==> config.mk <==
export PLATFORM = sky130hd
export DESIGN_NAME = csr_file
export DESIGN_NICKNAME = d
export VERILOG_FILES = /design/src/rtl/csr_file.sv
export SDC_FILE = /design/constraint.sdc
export NUM_CORES = 1
export LEC_CHECK = 0
export ABC_AREA = 1
export BUFFER_PORTS_ARGS = -buffer_cell sky130_fd_sc_hd__buf_2
export CAP_MARGIN = 20
export CORE_MARGIN = 2
export CORE_UTILIZATION = 53
export DETAILED_ROUTE_END_ITERATION = 10
export PLACE_DENSITY = 0.85
export SLEW_MARGIN = 20
export SYNTH_ARGS = -nofsm -noshare
export SYNTH_HDL_FRONTEND = slang
export SYNTH_SLANG_ARGS = --single-unit
==> constraint.sdc <==
create_clock -name clk -period 5.6 [get_ports clk]
set_clock_uncertainty 0.2 [all_clocks]
set_input_delay 0.28 -clock clk [delete_from_list [all_inputs] [get_ports clk]]
set_output_delay 0.28 -clock clk [all_outputs]
set_load 0.05 [all_outputs]
==> src/rtl/csr_file.sv <==
// csr_file: machine-mode CSR register file for the single-hart RV32 core.
// Supplies CSR values to the CSR ALU and takes its writeback.
// Sequences trap entry (exception or external interrupt) and mret, and
// issues a one-cycle fetch redirect.
// Optional feature macro: CSR_COUNTERS_EN adds the 64-bit mcycle/minstret
// counters; without it the counter addresses read zero and ignore writes.
module csr_file #(
    parameter logic [31:0] MTVEC_RESET = 32'h0000_0000,
    parameter logic [31:0] HART_ID     = 32'd0
) (
    input  logic        clk,
    input  logic        reset,
    input  logic [11:0] csr_addr,
    output logic [31:0] csr_rdata,
    input  logic        csr_we,
    input  logic [31:0] csr_wdata,
    output logic        illegal_csr,
    input  logic [31:0] pc,
    input  logic        trap_req,
    input  logic [31:0] trap_cause,
    input  logic        mret,
    input  logic        irq_ext,
    input  logic        retire,
    output logic        redirect_valid,
    output logic [31:0] redirect_pc
);

    localparam logic [31:0] MCAUSE_IRQ = 32'h8000_000B;
    localparam logic [31:0] ALIGN_MASK = 32'hFFFF_FFFC;

    typedef enum logic [0:0] {
        ST_RUN   = 1'b0,
        ST_REDIR = 1'b1
    } state_t;

    state_t      state_r;
    state_t      state_nx_s;

    logic        mstatus_mie_r;
    logic        mstatus_mpie_r;
    logic        mie_meie_r;
    logic [31:0] mtvec_r;
    logic [31:0] mscratch_r;
    logic [31:0] mepc_r;
    logic [31:0] mcause_r;
    logic        redirect_valid_r;
    logic [31:0] redirect_pc_r;

    logic [31:0] rdata_s;
    logic        known_s;
    logic        illegal_s;
    logic        irq_pend_s;
    logic        take_trap_s;
    logic        take_irq_s;
    logic        take_mret_s;
    logic        event_s;
    logic        wr_en_s;
    logic [63:0] cycle_s;
    logic [63:0] instret_s;

`ifdef CSR_COUNTERS_EN
    logic [63:0] mcycle_r;
    logic [63:0] minstret_r;

    assign cycle_s   = mcycle_r;
    assign instret_s = minstret_r;
`else
    logic        unused_retire_s;

    assign cycle_s         = 64'd0;
    assign instret_s       = 64'd0;
    assign unused_retire_s = retire;
`endif

    // CSR read selection with detection of unimplemented addresses
    always_comb begin
        rdata_s = 32'd0;
        known_s = 1'b1;
        case (csr_addr)
            12'h300: rdata_s = {19'd0, 2'b11, 3'd0, mstatus_mpie_r, 3'd0, mstatus_mie_r, 3'd0};
            12'h304: rdata_s = {20'd0, mie_meie_r, 11'd0};
            12'h305: rdata_s = mtvec_r;
            12'h340: rdata_s = mscratch_r;
            12'h341: rdata_s = mepc_r;
            12'h342: rdata_s = mcause_r;
            12'h344: rdata_s = {20'd0, irq_ext, 11'd0};
            12'hB00, 12'hC00: rdata_s = cycle_s[31:0];
            12'hB80, 12'hC80: rdata_s = cycle_s[63:32];
            12'hB02, 12'hC02: rdata_s = instret_s[31:0];
            12'hB82, 12'hC82: rdata_s = instret_s[63:32];
            12'hF14: rdata_s = HART_ID;
            default: begin
                rdata_s = 32'd0;
                known_s = 1'b0;
            end
        endcase
    end

    // Writes to the 0xC00-0xFFF block are read-only violations
    assign illegal_s   = ~known_s | (csr_we & (csr_addr[11:10] == 2'b11));
    assign csr_rdata   = rdata_s;
    assign illegal_csr = illegal_s;
    assign irq_pend_s  = irq_ext & mstatus_mie_r & mie_meie_r;

    // Event arbitration and next state: only RUN accepts events, trap first
    always_comb begin
        take_trap_s = 1'b0;
        take_irq_s  = 1'b0;
        take_mret_s = 1'b0;
        state_nx_s  = ST_RUN;
        case (state_r)
            ST_RUN: begin
                if (trap_req) begin
                    take_trap_s = 1'b1;
                end else if (irq_pend_s) begin
                    take_irq_s = 1'b1;
                end else if (mret) begin
                    take_mret_s = 1'b1;
                end else begin
                    take_trap_s = 1'b0;
                end
                if (take_trap_s | take_irq_s | take_mret_s) begin
                    state_nx_s = ST_REDIR;
                end else begin
                    state_nx_s = ST_RUN;
                end
            end
            ST_REDIR: state_nx_s = ST_RUN;
            default:  state_nx_s = ST_RUN;
        endcase
    end

    // A write coincident with an accepted event is dropped
    assign event_s = take_trap_s | take_irq_s | take_mret_s;
    assign wr_en_s = csr_we & ~illegal_s & ~event_s;

    // FSM state register
    always_ff @(posedge clk) begin
        if (reset) begin
            state_r <= ST_RUN;
        end else begin
            state_r <= state_nx_s;
        end
    end

    // Redirect outputs: pulse the cycle after the accepting edge, target latched then
    always_ff @(posedge clk) begin
        if (reset) begin
            redirect_valid_r <= 1'b0;
            redirect_pc_r    <= 32'd0;
        end else begin
            redirect_valid_r <= event_s;
            if (take_trap_s | take_irq_s) begin
                redirect_pc_r <= mtvec_r;
            end else if (take_mret_s) begin
                redirect_pc_r <= mepc_r;
            end
        end
    end

    assign redirect_valid = redirect_valid_r;
    assign redirect_pc    = redirect_pc_r;

    // Architectural CSR state: trap entry, mret, then ALU writeback
    always_ff @(posedge clk) begin
        if (reset) begin
            mstatus_mie_r  <= 1'b0;
            mstatus_mpie_r <= 1'b0;
            mie_meie_r     <= 1'b0;
            mtvec_r        <= MTVEC_RESET & ALIGN_MASK;
            mscratch_r     <= 32'd0;
            mepc_r         <= 32'd0;
            mcause_r       <= 32'd0;
        end else if (take_trap_s | take_irq_s) begin
            mepc_r         <= pc & ALIGN_MASK;
            mcause_r       <= take_trap_s ? trap_cause : MCAUSE_IRQ;
            mstatus_mpie_r <= mstatus_mie_r;
            mstatus_mie_r  <= 1'b0;
        end else if (take_mret_s) begin
            mstatus_mie_r  <= mstatus_mpie_r;
            mstatus_mpie_r <= 1'b1;
        end else if (wr_en_s) begin
            case (csr_addr)
                12'h300: begin
                    mstatus_mie_r  <= csr_wdata[3];
                    mstatus_mpie_r <= csr_wdata[7];
                end
                12'h304: mie_meie_r <= csr_wdata[11];
                12'h305: mtvec_r    <= csr_wdata & ALIGN_MASK;
                12'h340: mscratch_r <= csr_wdata;
                12'h341: mepc_r     <= csr_wdata & ALIGN_MASK;
                12'h342: mcause_r   <= csr_wdata;
                default: mcause_r   <= mcause_r;
            endcase
        end
    end

`ifdef CSR_COUNTERS_EN
    // mcycle: counts every cycle; a half write replaces that half instead
    always_ff @(posedge clk) begin
        if (reset) begin
            mcycle_r <= 64'd0;
        end else if (wr_en_s && (csr_addr == 12'hB00)) begin
            mcycle_r <= {mcycle_r[63:32], csr_wdata};
        end else if (wr_en_s && (csr_addr == 12'hB80)) begin
            mcycle_r <= {csr_wdata, mcycle_r[31:0]};
        end else begin
            mcycle_r <= mcycle_r + 64'd1;
        end
    end

    // minstret: counts retirements; a half write replaces that half instead
    always_ff @(posedge clk) begin
        if (reset) begin
            minstret_r <= 64'd0;
        end else if (wr_en_s && (csr_addr == 12'hB02)) begin
            minstret_r <= {minstret_r[63:32], csr_wdata};
        end else if (wr_en_s && (csr_addr == 12'hB82)) begin
            minstret_r <= {csr_wdata, minstret_r[31:0]};
        end else if (retire) begin
            minstret_r <= minstret_r + 64'd1;
        end
    end
`endif

endmodule

==> results of run 1 <==
per-layer routing:
metal | up-vias | wire length, µm
met4 | 2 | 662
met3 | 67 | 2200
met5 | - | 13
met2 | 454 | 11900
li1 | 4534 | -
met1 | 4172 | 10700
registers in the layout, summed over array words and instances, names as in the netlist:
register	cells
mcause_r	32
mscratch_r	32
mepc_r	30
mtvec_r	30
redirect_pc	30
mie_meie_r	1
mstatus_mie_r	1
mstatus_mpie_r	1
redirect_valid	1
state_r	1
cell type report:
class,instances,area (µm²),share of cell area
clock buffers,28,527,0.0506
diodes,1,2.50,0.000240
clock inverters,4,72.6,0.00697
multi-input cells,904,4190,0.402
inverters,163,614,0.0590
flip-flops and latches,159,3180,0.306
repair buffers,245,1560,0.150
well taps,211,264,0.0254
kinds of logic after synthesis:
kind of cell | Yosys count | synth area share
and+or+nand+nor | 726 | 0.355
buffers and inverters | 252 | 0.119
AOI/OAI and AO/OA | 176 | 0.143
DFF | 159 | 0.383
other | 1 | 0.000451
Yosys cell counts, types with 2 or more instances:
cell and instances:
sky130_fd_sc_hd__a21oi_1 66, sky130_fd_sc_hd__a221o_1 26, sky130_fd_sc_hd__a221oi_1 2, sky130_fd_sc_hd__buf_1 10, sky130_fd_sc_hd__buf_2 27, sky130_fd_sc_hd__buf_4 3
sky130_fd_sc_hd__clkbuf_1 49, sky130_fd_sc_hd__dfxtp_1 159, sky130_fd_sc_hd__inv_1 155, sky130_fd_sc_hd__inv_2 7, sky130_fd_sc_hd__nand2_1 332, sky130_fd_sc_hd__nand2_2 2
sky130_fd_sc_hd__nand3_1 103, sky130_fd_sc_hd__nand4_1 2, sky130_fd_sc_hd__nand4_2 3, sky130_fd_sc_hd__nand4_4 2, sky130_fd_sc_hd__nor2_1 277, sky130_fd_sc_hd__nor2_2 3
sky130_fd_sc_hd__o21ai_0 16, sky130_fd_sc_hd__o221ai_1 32, sky130_fd_sc_hd__o22a_1 2, sky130_fd_sc_hd__o22ai_1 31
through the flow:
step                 util  area [µm²]  hold WS, ns  setup slack, ns
finish              0.682       10400       0.0141             1.77
global route        0.682       10400       0.0159             1.58
CTS                 0.682       10400     0.000137             1.91
detailed placement  0.601        9170        0.269             1.83
global placement    0.601        9170        0.259             1.93
floorplan               -        8320        0.215             3.31
worst max path at each step:
stage | start | to | slack [ns] | depth (start not counted)
5_1_grt | state_r$_SDFF_PP0_ | mcause_r[22]$_SDFFE_PP0P_ | 1.58 | 7
3_3_place_gp | csr_addr[4] | mepc_r[13]$_SDFFE_PP0P_ | 1.93 | 9
6_report | state_r$_SDFF_PP0_ | mcause_r[19]$_SDFFE_PP0P_ | 1.77 | 7
4_1_cts | state_r$_SDFF_PP0_ | mepc_r[24]$_SDFFE_PP0P_ | 1.91 | 7
2_1_floorplan | csr_addr[8] | csr_rdata[3] | 3.31 | 7
3_5_place_dp | csr_addr[4] | mepc_r[24]$_SDFFE_PP0P_ | 1.83 | 9
worst reg2reg max path, stage by stage, from the launching register on:
cell and delay, ns:
sky130_fd_sc_hd__dfxtp_1 0.32, sky130_fd_sc_hd__inv_2 0.28, sky130_fd_sc_hd__nand2_4 0.92, sky130_fd_sc_hd__nand2_2 0.26
sky130_fd_sc_hd__nor2_4 0.30, sky130_fd_sc_hd__nand4_4 0.84, sky130_fd_sc_hd__a21oi_1 0.52, sky130_fd_sc_hd__nor2_1 0.08
power breakdown:
part,switching [mW],internal (mW)
clock,0.456,0.728
sequential,0.0318,1.19
combinational,0.297,0.163
total,0.785,2.08
==> parameters.txt, run 1 <==
Parameter                              Value

Status
  Outcome ... finished, final reports clean

Worst setup path
  Launch instance of the worst register-to-register path ... state_r$_SDFF_PP0_
  Critical Path, Cell by Cell ... inv_2, nand2_4, nand2_2, nor2_4, nand4_4, a21oi_1, nor2_1
  Worst flop-to-flop path endpoint ... mcause_r[19]$_SDFFE_PP0P_
  Critical path class ... register to register
  Slowest cell delay on critical path ... 0.90 ns
  Crit path arrival time ... 3.95 ns
  CP Launch Type ... register
  Top cell family by delay on the critical path ... simple AND/OR/NAND/NOR gates
  Crit path max fanout ... 105
  Required time of the critical path ... 5.72 ns
  Critical path's slowest cell ... sky130_fd_sc_hd__nand2_4
  Worst reg-to-reg path cell count ... 7
  Setup slack of the most critical reg-to-reg path ... 1.77 ns
  Number of buffer and inverter instances along the worst setup path ... 1
  Kind of end point of the critical path ... register

Global route
  Initial antenna violation count ... 2
  Remaining global-route overflow ... 0
  Layer carrying the most global-route usage ... met2
  GRT Resource Usage Total ... 0.306
  GRT met1 Usage ... 0.402
  Via count of the first global-routing pass ... 8,210
  GR Layer Usage met3 ... 0.0607
  Maximum number of pins on one net before global-route repair ... between 100 and 150
  Met2 Usage GRT ... 0.496
  First-pass GRT wire length ... 40.3 mm

Die
  Die area ... 0.0167 mm²
  Die width ... around 130 µm
  Top-Level Pins ... 181
  Placeable Area ... between 0.015 and 0.02 mm²
  Placement row count ... 45
  Die Y ... 129 µm
  Starting utilization of the core area ... 0.545

Final layout
  Cell Count, Final, Fillers Out ... about 1,700
  Fill cell count ... approximately 1,300
  Most frequent standard cell in the layout excluding fill and tap cells ... sky130_fd_sc_hd__nand2_1
  Nets@finish ... 1,605
  Most used cells in the layout excluding fill and tap cells ... sky130_fd_sc_hd__nand2_1, sky130_fd_sc_hd__nor2_1, sky130_fd_sc_hd__buf_2
  Layout area overhead ... 25.2%
  Proportion of layout cells with a drive suffix above 1 ... 0.154

Clock tree
  Count of cells resized by post-cts repair ... 0
  Number of buffers inserted during clock tree synthesis ... 17
  Root Buffer ... sky130_fd_sc_hd__clkbuf_16
  TritonCTS clock tree ... built
  Count of hold-fix buffers inserted at cts ... 64
  Buffers inserted by post-CTS timing repair ... 0
  CTS sink cnt ... between 150 and 200
  Clock latency on the worst-skew pair ... around 0.43 ns
  Maximum clock insertion buffer count ... 2
  Clock Pin Slew Worst Setup and Hold Paths ... 0.06 ns
  Number of levels in the clock H-tree ... 4

Power and ir drop
  Pwr/cell area ... 275 mW/mm²
  LEAKAGE ... 5.51 nW
  Worst vdd ir ... between 200 and 250 µV
  Final total power ... 2.87 mW

Worst hold path
  Worst hold endpoint ... mcause_r[1]$_SDFFE_PP0P_
  Path class of the lowest-slack min-delay path ... input port to register
  Startpoint of the most critical hold path ... trap_cause[1]
  Hold Path Depth ... 4

Timing
  Final setup fails ... 0
  Sum Neg Setup Slack ... 0 ns
  Worst-margin pin slew ... 1.10 ns
  Post-route clock period utilization ... 0.684
  Relative max-transition margin ... 0.266
  Shortest period the worst path allows ... 3.83 ns
  RSZ-0062 raised after global routing ... no
  Fin. max-slew vios ... 0
  Highest clock rate ... 261 MHz
  Total count of hold-check failures in the final report ... 0

Synth
  Count of different cell masters after synthesis ... 27
  Synthesized area ... 0.00832 mm²
  Post-synth top area cell ... sky130_fd_sc_hd__dfxtp_1
  EDFF count, synth ... 0
  Synthesized instance count ... 1,314
  Avg Inst Size Synth ... around 6.3 µm²
  Fraction of synthesized cell area taken by the top area cell type ... 0.383
  Flip-flop and latch count after synthesis ... 159
  Synth area leaders ... sky130_fd_sc_hd__dfxtp_1, sky130_fd_sc_hd__nand2_1, sky130_fd_sc_hd__nor2_1, sky130_fd_sc_hd__inv_1, sky130_fd_sc_hd__nand3_1
  Number of warnings reported in the yosys synthesis log ... 0
  Async set-reset flop share out of synthesis ... 0
  Part of the Yosys area used for sequential elements ... 0.383
  Post-synth top flop ... sky130_fd_sc_hd__dfxtp_1

Placement
  Number of cells after detailed placement ... around 1,600
  Number of buffers added on ports ... around 180
  Total half-perimeter wirelength after legalization and detailed placement ... 14.4 mm
  Placer's final routability congestion estimate ... around 0.83

Routing
  Drt first-iter violations ... 1,204
  Via density ... 5.38
  Total iterations of the first detailed-routing run ... 5
  Number of DRC violations after detailed routing ... 0
  Total wire length after detailed routing ... 25.5 mm
  Average wire per cell in the routed design ... 14.9 µm
  Count of nets left with antenna violations after detail routing ... 0
  Vias post-DR ... 9,229

Flow run
  Total of max-cap violations ... 0
No activity file was read; power rests on OpenSTA's default activity.
==> run 2: changes to the inputs <==
- ABC_AREA: 1 -> 0
- PLACE_DENSITY: 0.85 -> 0.86
- clock period: 5.6 -> 3.6 ns (I/O delays scaled with it)
==> parameters.txt, run 2 <==
Parameter                              Value

Worst setup path
  Worst flop-to-flop path endpoint ... mepc_r[6]$_SDFFE_PP0P_
  Setup slack of the most critical reg-to-reg path ... roughly 0.34 ns
  Kind of end point of the critical path ... register
  CP Launch Type ... register
  Worst setup startpoint ... mie_meie_r$_SDFFE_PP0P_
  Worst reg-to-reg path cell count ... 6
  Launch instance of the worst register-to-register path ... mie_meie_r$_SDFFE_PP0P_
  Crit path arrival time ... 3.43 ns
  Required time of the critical path ... 3.78 ns
  Crit path max fanout ... 55
  Critical path class ... register to register

Synth
  Post-synth top area cell ... sky130_fd_sc_hd__dfxtp_1
  Number of warnings reported in the yosys synthesis log ... 0
  Cell with the most instances after synthesis ... sky130_fd_sc_hd__dfxtp_1
  Fraction of synthesized cell area taken by the top area cell type ... 0.407
  Synth cell count leaders ... sky130_fd_sc_hd__dfxtp_1, sky130_fd_sc_hd__o21ai_0, sky130_fd_sc_hd__nand3_1, sky130_fd_sc_hd__clkbuf_1, sky130_fd_sc_hd__nor2_1
  Avg Inst Size Synth ... 8.27 µm²
  Synth area leaders ... sky130_fd_sc_hd__dfxtp_1, sky130_fd_sc_hd__o21ai_0, sky130_fd_sc_hd__nand3_1, sky130_fd_sc_hd__o31ai_2, sky130_fd_sc_hd__a21oi_1
  Synthesized instance count ... around 950
  EDFF count, synth ... 0
  Part of the Yosys area used for sequential elements ... 0.407
  Async set-reset flop share out of synthesis ... 0
  Post-synth top flop ... sky130_fd_sc_hd__dfxtp_1
  Synthesized area ... 0.00783 mm²
  Count of different cell masters after synthesis ... between 50 and 60
  Flip-flop and latch count after synthesis ... 159

Timing
  Post-route clock period utilization ... 0.905
  Worst-margin pin slew ... 1.10 ns
  Relative max-transition margin ... 0.264
  Total count of hold-check failures in the final report ... 0
  RSZ-0062 raised after global routing ... no
  Highest clock rate ... 307 MHz
  Sum Neg Setup Slack ... 0 ns
  Shortest period the worst path allows ... 3.26 ns
  Final worst setup slack ... 0.342 ns
  Fin. max-slew vios ... 0
  Post-route worst hold slack ... about 0.055 ns
  Final setup fails ... 0

Die
  Die Y ... roughly 130 µm
  Die area ... 0.0158 mm²
  Placeable Area ... 0.0145 mm²
  Die width ... 126 µm
  Starting utilization of the core area ... 0.541
  Top-Level Pins ... 181
  Placement row count ... 44

Placement
  Total half-perimeter wirelength after legalization and detailed placement ... about 16 mm
  Number of cells after detailed placement ... 1,233
  Post-placement cell area ... 0.00883 mm²
  Worst slack at placement ... 0.832 ns
  Placer's final routability congestion estimate ... 0.852
  Number of buffers added on ports ... 175

Power and ir drop
  LEAKAGE ... 4.08 nW
  Pwr/cell area ... approximately 430 mW/mm²
  Final total power ... roughly 4.5 mW
  Worst vdd ir ... between 400 and 500 µV

Global route
  Via count of the first global-routing pass ... 9,070
  GRT Resource Usage Total ... 0.365
  Maximum number of pins on one net before global-route repair ... 63
  Initial antenna violation count ... 4
  First-pass GRT wire length ... about 46 mm
  Remaining global-route overflow ... 0

Routing
  Total iterations of the first detailed-routing run ... 6
  Average wire per cell in the routed design ... 21.5 µm
  Routed wl met2 ... about 14 mm
  Via density ... 6.73
  Wire length on met1 ... 10.7 mm
  Vias post-DR ... a little over 9,000
  Total wire length after detailed routing ... 29.8 mm
  Uppermost routed layer ... met5
  Count of nets left with antenna violations after detail routing ... 0
  Sum of met3 wire segment lengths after detailed routing ... 3.52 mm
  Drt first-iter violations ... ~1,400
  Number of DRC violations after detailed routing ... 0

Final layout
  Fill cell count ... approximately 1,000
  Proportion of layout cells with a drive suffix above 1 ... 0.249
  Layout Utilization ... 0.735
  Sequential cell area in the final layout ... 0.00318 mm²
  Most frequent standard cell in the layout excluding fill and tap cells ... sky130_fd_sc_hd__buf_2
  Final design instance area without fill ... 0.0106 mm²
  Cell Count, Final, Fillers Out ... between 1,000 and 1,500
  Multi-input gate area in the final layout ... 0.00413 mm²
  Largest registers ... mcause_r x32, mscratch_r x32
  Nets@finish ... 1,302
  Layout area overhead ... 35.9%
  Most used cells in the layout excluding fill and tap cells ... sky130_fd_sc_hd__buf_2, sky130_fd_sc_hd__dfxtp_1, sky130_fd_sc_hd__dlygate4sd3_1

Status
  Outcome ... finished, final reports clean

Clock tree
  Number of buffers inserted during clock tree synthesis ... 17
  Maximum clock insertion buffer count ... 2
  Clock Pin Slew Worst Setup and Hold Paths ... roughly 0.060 ns
  CTS sink cnt ... 159
  Buffers inserted by post-CTS timing repair ... 0
  Root Buffer ... sky130_fd_sc_hd__clkbuf_16
  Number of levels in the clock H-tree ... 4
  Clock latency on the worst-skew pair ... between 0.4 and 0.5 ns
  TritonCTS clock tree ... built

Flow run
  Total of max-cap violations ... 0

Worst hold path
  Hold Path Depth ... 4
  Path class of the lowest-slack min-delay path ... input port to register
  Worst hold endpoint ... state_r$_SDFF_PP0_
  Startpoint of the most critical hold path ... mret
run 2: repair_timing:
action                                  in CTS  in global routing
hold buffers                               119                  0
resized for setup                            0                  0
endpoints found under the setup margin       0                  0
endpoints found under the hold margin      132                  0
run 2: power by group:
part	leakage (nW)	internal, mW	switching, mW
Combinational	2.48	0.290	0.474
Clock	0.296	1.10	0.776
Sequential	1.30	1.85	0.0583
Total	4.08	3.24	1.31
run 2: logic make-up (layout without fill, tap and decap cells):
| family | count (synthesis) | in the layout | synth area share |
|---|---|---|---|
| other cells | 1 | 4 | 0.000479 |
| buf+inv | 142 | 394 | 0.0761 |
| flops | 159 | 159 | 0.407 |
| mux | 1 | 1 | 0.00144 |
| simple gates | 264 | 264 | 0.169 |
| compound gates | 380 | 380 | 0.346 |
run 2: per-layer routing:
layer  vias up  track usage
met5         -            0
met2       803        0.578
li1       4051            -
met4         4        0.240
met1      4281        0.441
met3       183       0.0907
run 2: how the worst max path moves through the flow:
stage	end	slack [ns]	depth (start not counted)
6_report	mepc_r[6]$_SDFFE_PP0P_	0.34	6
5_1_grt	mepc_r[6]$_SDFFE_PP0P_	0.20	6
4_1_cts	mepc_r[7]$_SDFFE_PP0P_	0.44	6
3_5_place_dp	mcause_r[24]$_SDFFE_PP0P_	0.83	6
3_3_place_gp	mcause_r[24]$_SDFFE_PP0P_	0.85	6
2_1_floorplan	csr_rdata[10]	0.82	5
run 2: area by class of cell:
class	count	area share
multi-input cells	647	0.389
inverters	31	0.0109
flip-flops and latches	159	0.299
diodes	2	0.000470
clock inverters	11	0.0121
well taps	184	0.0216
repair buffers	331	0.222
clock buffers	21	0.0452
run 2: worst max-delay path: stages, from the launching register on:
cell and delay, ns:
sky130_fd_sc_hd__dfxtp_1 0.34, sky130_fd_sc_hd__a311oi_1 0.42, sky130_fd_sc_hd__o21a_4 0.62, sky130_fd_sc_hd__buf_4 0.54
sky130_fd_sc_hd__nand3_1 0.14, sky130_fd_sc_hd__a311oi_1 0.30, sky130_fd_sc_hd__dlygate4sd3_1 0.61
==> run 3: changes to the inputs <==
- CORE_UTILIZATION: 53 -> 40
- PLACE_DENSITY: 0.86 -> 0.69
==> parameters.txt, run 3 (synthesis results as in run 2) <==
Parameter                              Value

Routing
  Count of nets left with antenna violations after detail routing ... 0
  Average wire per cell in the routed design ... 20.0 µm
  Total wire length after detailed routing ... 29.1 mm
  Via density ... 6.02
  Drt first-iter violations ... 940
  Vias post-DR ... ~9,000
  Number of DRC violations after detailed routing ... 0
  Total iterations of the first detailed-routing run ... 5

Timing
  RSZ-0062 raised after global routing ... no
  Worst-margin pin slew ... 1.01 ns
  Fin. max-slew vios ... 0
  Final setup fails ... 0
  Post-route worst hold slack ... 0.0730 ns
  Shortest period the worst path allows ... 3.06 ns
  Total count of hold-check failures in the final report ... 0
  Post-route clock period utilization ... 0.851
  Highest clock rate ... 326 MHz
  Sum Neg Setup Slack ... 0 ns
  Final worst setup slack ... 0.535 ns
  Relative max-transition margin ... 0.324

Final layout
  Cell Count, Final, Fillers Out ... around 1,500
  Sequential cell area in the final layout ... 0.00318 mm²
  Final design instance area without fill ... 0.0107 mm²
  Layout Utilization ... 0.553
  Fill cell count ... 1,787
  Most frequent standard cell in the layout excluding fill and tap cells ... sky130_fd_sc_hd__buf_2
  Layout area overhead ... 36.6%
  Nets@finish ... 1,291
  Largest registers ... mcause_r x32, mscratch_r x32
  Multi-input gate area in the final layout ... around 0.0041 mm²
  Most used cells in the layout excluding fill and tap cells ... sky130_fd_sc_hd__buf_2, sky130_fd_sc_hd__dfxtp_1, sky130_fd_sc_hd__dlygate4sd3_1
  Proportion of layout cells with a drive suffix above 1 ... 0.249

Placement
  Total half-perimeter wirelength after legalization and detailed placement ... 17.7 mm
  Number of buffers added on ports ... 175
  Post-placement cell area ... 0.00894 mm²
  Worst slack at placement ... slightly below 0.7 ns
  Number of cells after detailed placement ... 1,310
  Placer's final routability congestion estimate ... ~0.84

Clock tree
  Clock Pin Slew Worst Setup and Hold Paths ... 0.06 ns
  CTS sink cnt ... 159
  Number of buffers inserted during clock tree synthesis ... 17
  Number of levels in the clock H-tree ... 4
  Buffers inserted by post-CTS timing repair ... 0
  Root Buffer ... sky130_fd_sc_hd__clkbuf_16
  TritonCTS clock tree ... built
  Clock latency on the worst-skew pair ... 0.44 ns
  Maximum clock insertion buffer count ... 2

Worst setup path
  Kind of end point of the critical path ... register
  Critical path class ... register to register
  Crit path arrival time ... around 3.2 ns
  Required time of the critical path ... 3.77 ns
  Setup slack of the most critical reg-to-reg path ... 0.54 ns
  Worst reg-to-reg path cell count ... 5
  Capturing instance or port of the critical path ... mepc_r[7]$_SDFFE_PP0P_
  Worst flop-to-flop path endpoint ... mepc_r[7]$_SDFFE_PP0P_
  Launch instance of the worst register-to-register path ... state_r$_SDFF_PP0_
  CP Launch Type ... register
  Worst setup startpoint ... state_r$_SDFF_PP0_
  Crit path max fanout ... 21

Global route
  First-pass GRT wire length ... 44.9 mm
  Via count of the first global-routing pass ... approximately 8,300
  Remaining global-route overflow ... 0
  GRT Resource Usage Total ... 0.278
  Maximum number of pins on one net before global-route repair ... 72
  Initial antenna violation count ... 1

Flow run
  Total of max-cap violations ... 0

Die
  Die area ... 0.0207 mm²
  Die Y ... roughly 140 µm
  Placement row count ... 51
  Top-Level Pins ... 181
  Starting utilization of the core area ... 0.405
  Placeable Area ... 0.0193 mm²
  Die width ... 144 µm

Power and ir drop
  Pwr/cell area ... 431 mW/mm²
  Worst vdd ir ... 320 µV
  LEAKAGE ... 4.04 nW
  Final total power ... 4.61 mW

Worst hold path
  Startpoint of the most critical hold path ... reset
  Path class of the lowest-slack min-delay path ... input port to register

Status
  Outcome ... finished, final reports clean
==> run 3: power by group <==
| group | switching, mW | total (mW) | internal [mW] |
|---|---|---|---|
| registers | 0.0538 | 1.90 | 1.85 |
| clock network | 0.775 | 1.96 | 1.19 |
| logic | 0.462 | 0.745 | 0.283 |
| total | 1.29 | 4.61 | 3.32 |
==> run 3: repair_timing <==
action | CTS | global route
hold buffers | 112 | 0
endpoints found under the hold margin | 127 | 0
resized for setup | 0 | 0
==> run 3: worst min path at each step <==
stage / to / slack (ns) / depth (start not counted)
2_1_floorplan: mscratch_r[0]$_SDFFE_PP0P_ / 0.13 / 2
3_3_place_gp: mcause_r[26]$_SDFFE_PP0P_ / 0.25 / 2
3_5_place_dp: mcause_r[9]$_SDFFE_PP0P_ / 0.25 / 3
4_1_cts: redirect_valid$_SDFF_PP0_ / 0.05 / 4
5_1_grt: redirect_valid$_SDFF_PP0_ / 0.07 / 4
6_report: mtvec_r[2]$_SDFFE_PP0P_ / 0.07 / 2
==> run 3: layout make-up <==
cell class,instances,share of cell area
Clock buffer,20,0.0418
Antenna cell,1,0.000234
Inverter,31,0.0109
Clock inverter,12,0.0171
Timing Repair Buffer,320,0.214
Multi-Input combinational cell,647,0.388
Tap cell,265,0.0310
Sequential cell,159,0.298
==> run 3: worst max-delay path, stage by stage (launching register included) <==
cell,delay [ns]
sky130_fd_sc_hd__dfxtp_1,0.48
sky130_fd_sc_hd__o211ai_1,0.89
sky130_fd_sc_hd__buf_4,0.43
sky130_fd_sc_hd__o21ai_0,0.13
sky130_fd_sc_hd__a311oi_1,0.26
sky130_fd_sc_hd__dlygate4sd3_1,0.59
==> run 3: per-layer routing <==
layer  vias up  global-route usage  part of all wire  routed length, µm
met4         0               0.117             0.029                844
met1      4232               0.376              0.43              12500
met2       431               0.441              0.47              13500
met5         -                   0                 0                  0
met3        66              0.0447             0.077               2230
li1       4030                   -                 -                  -
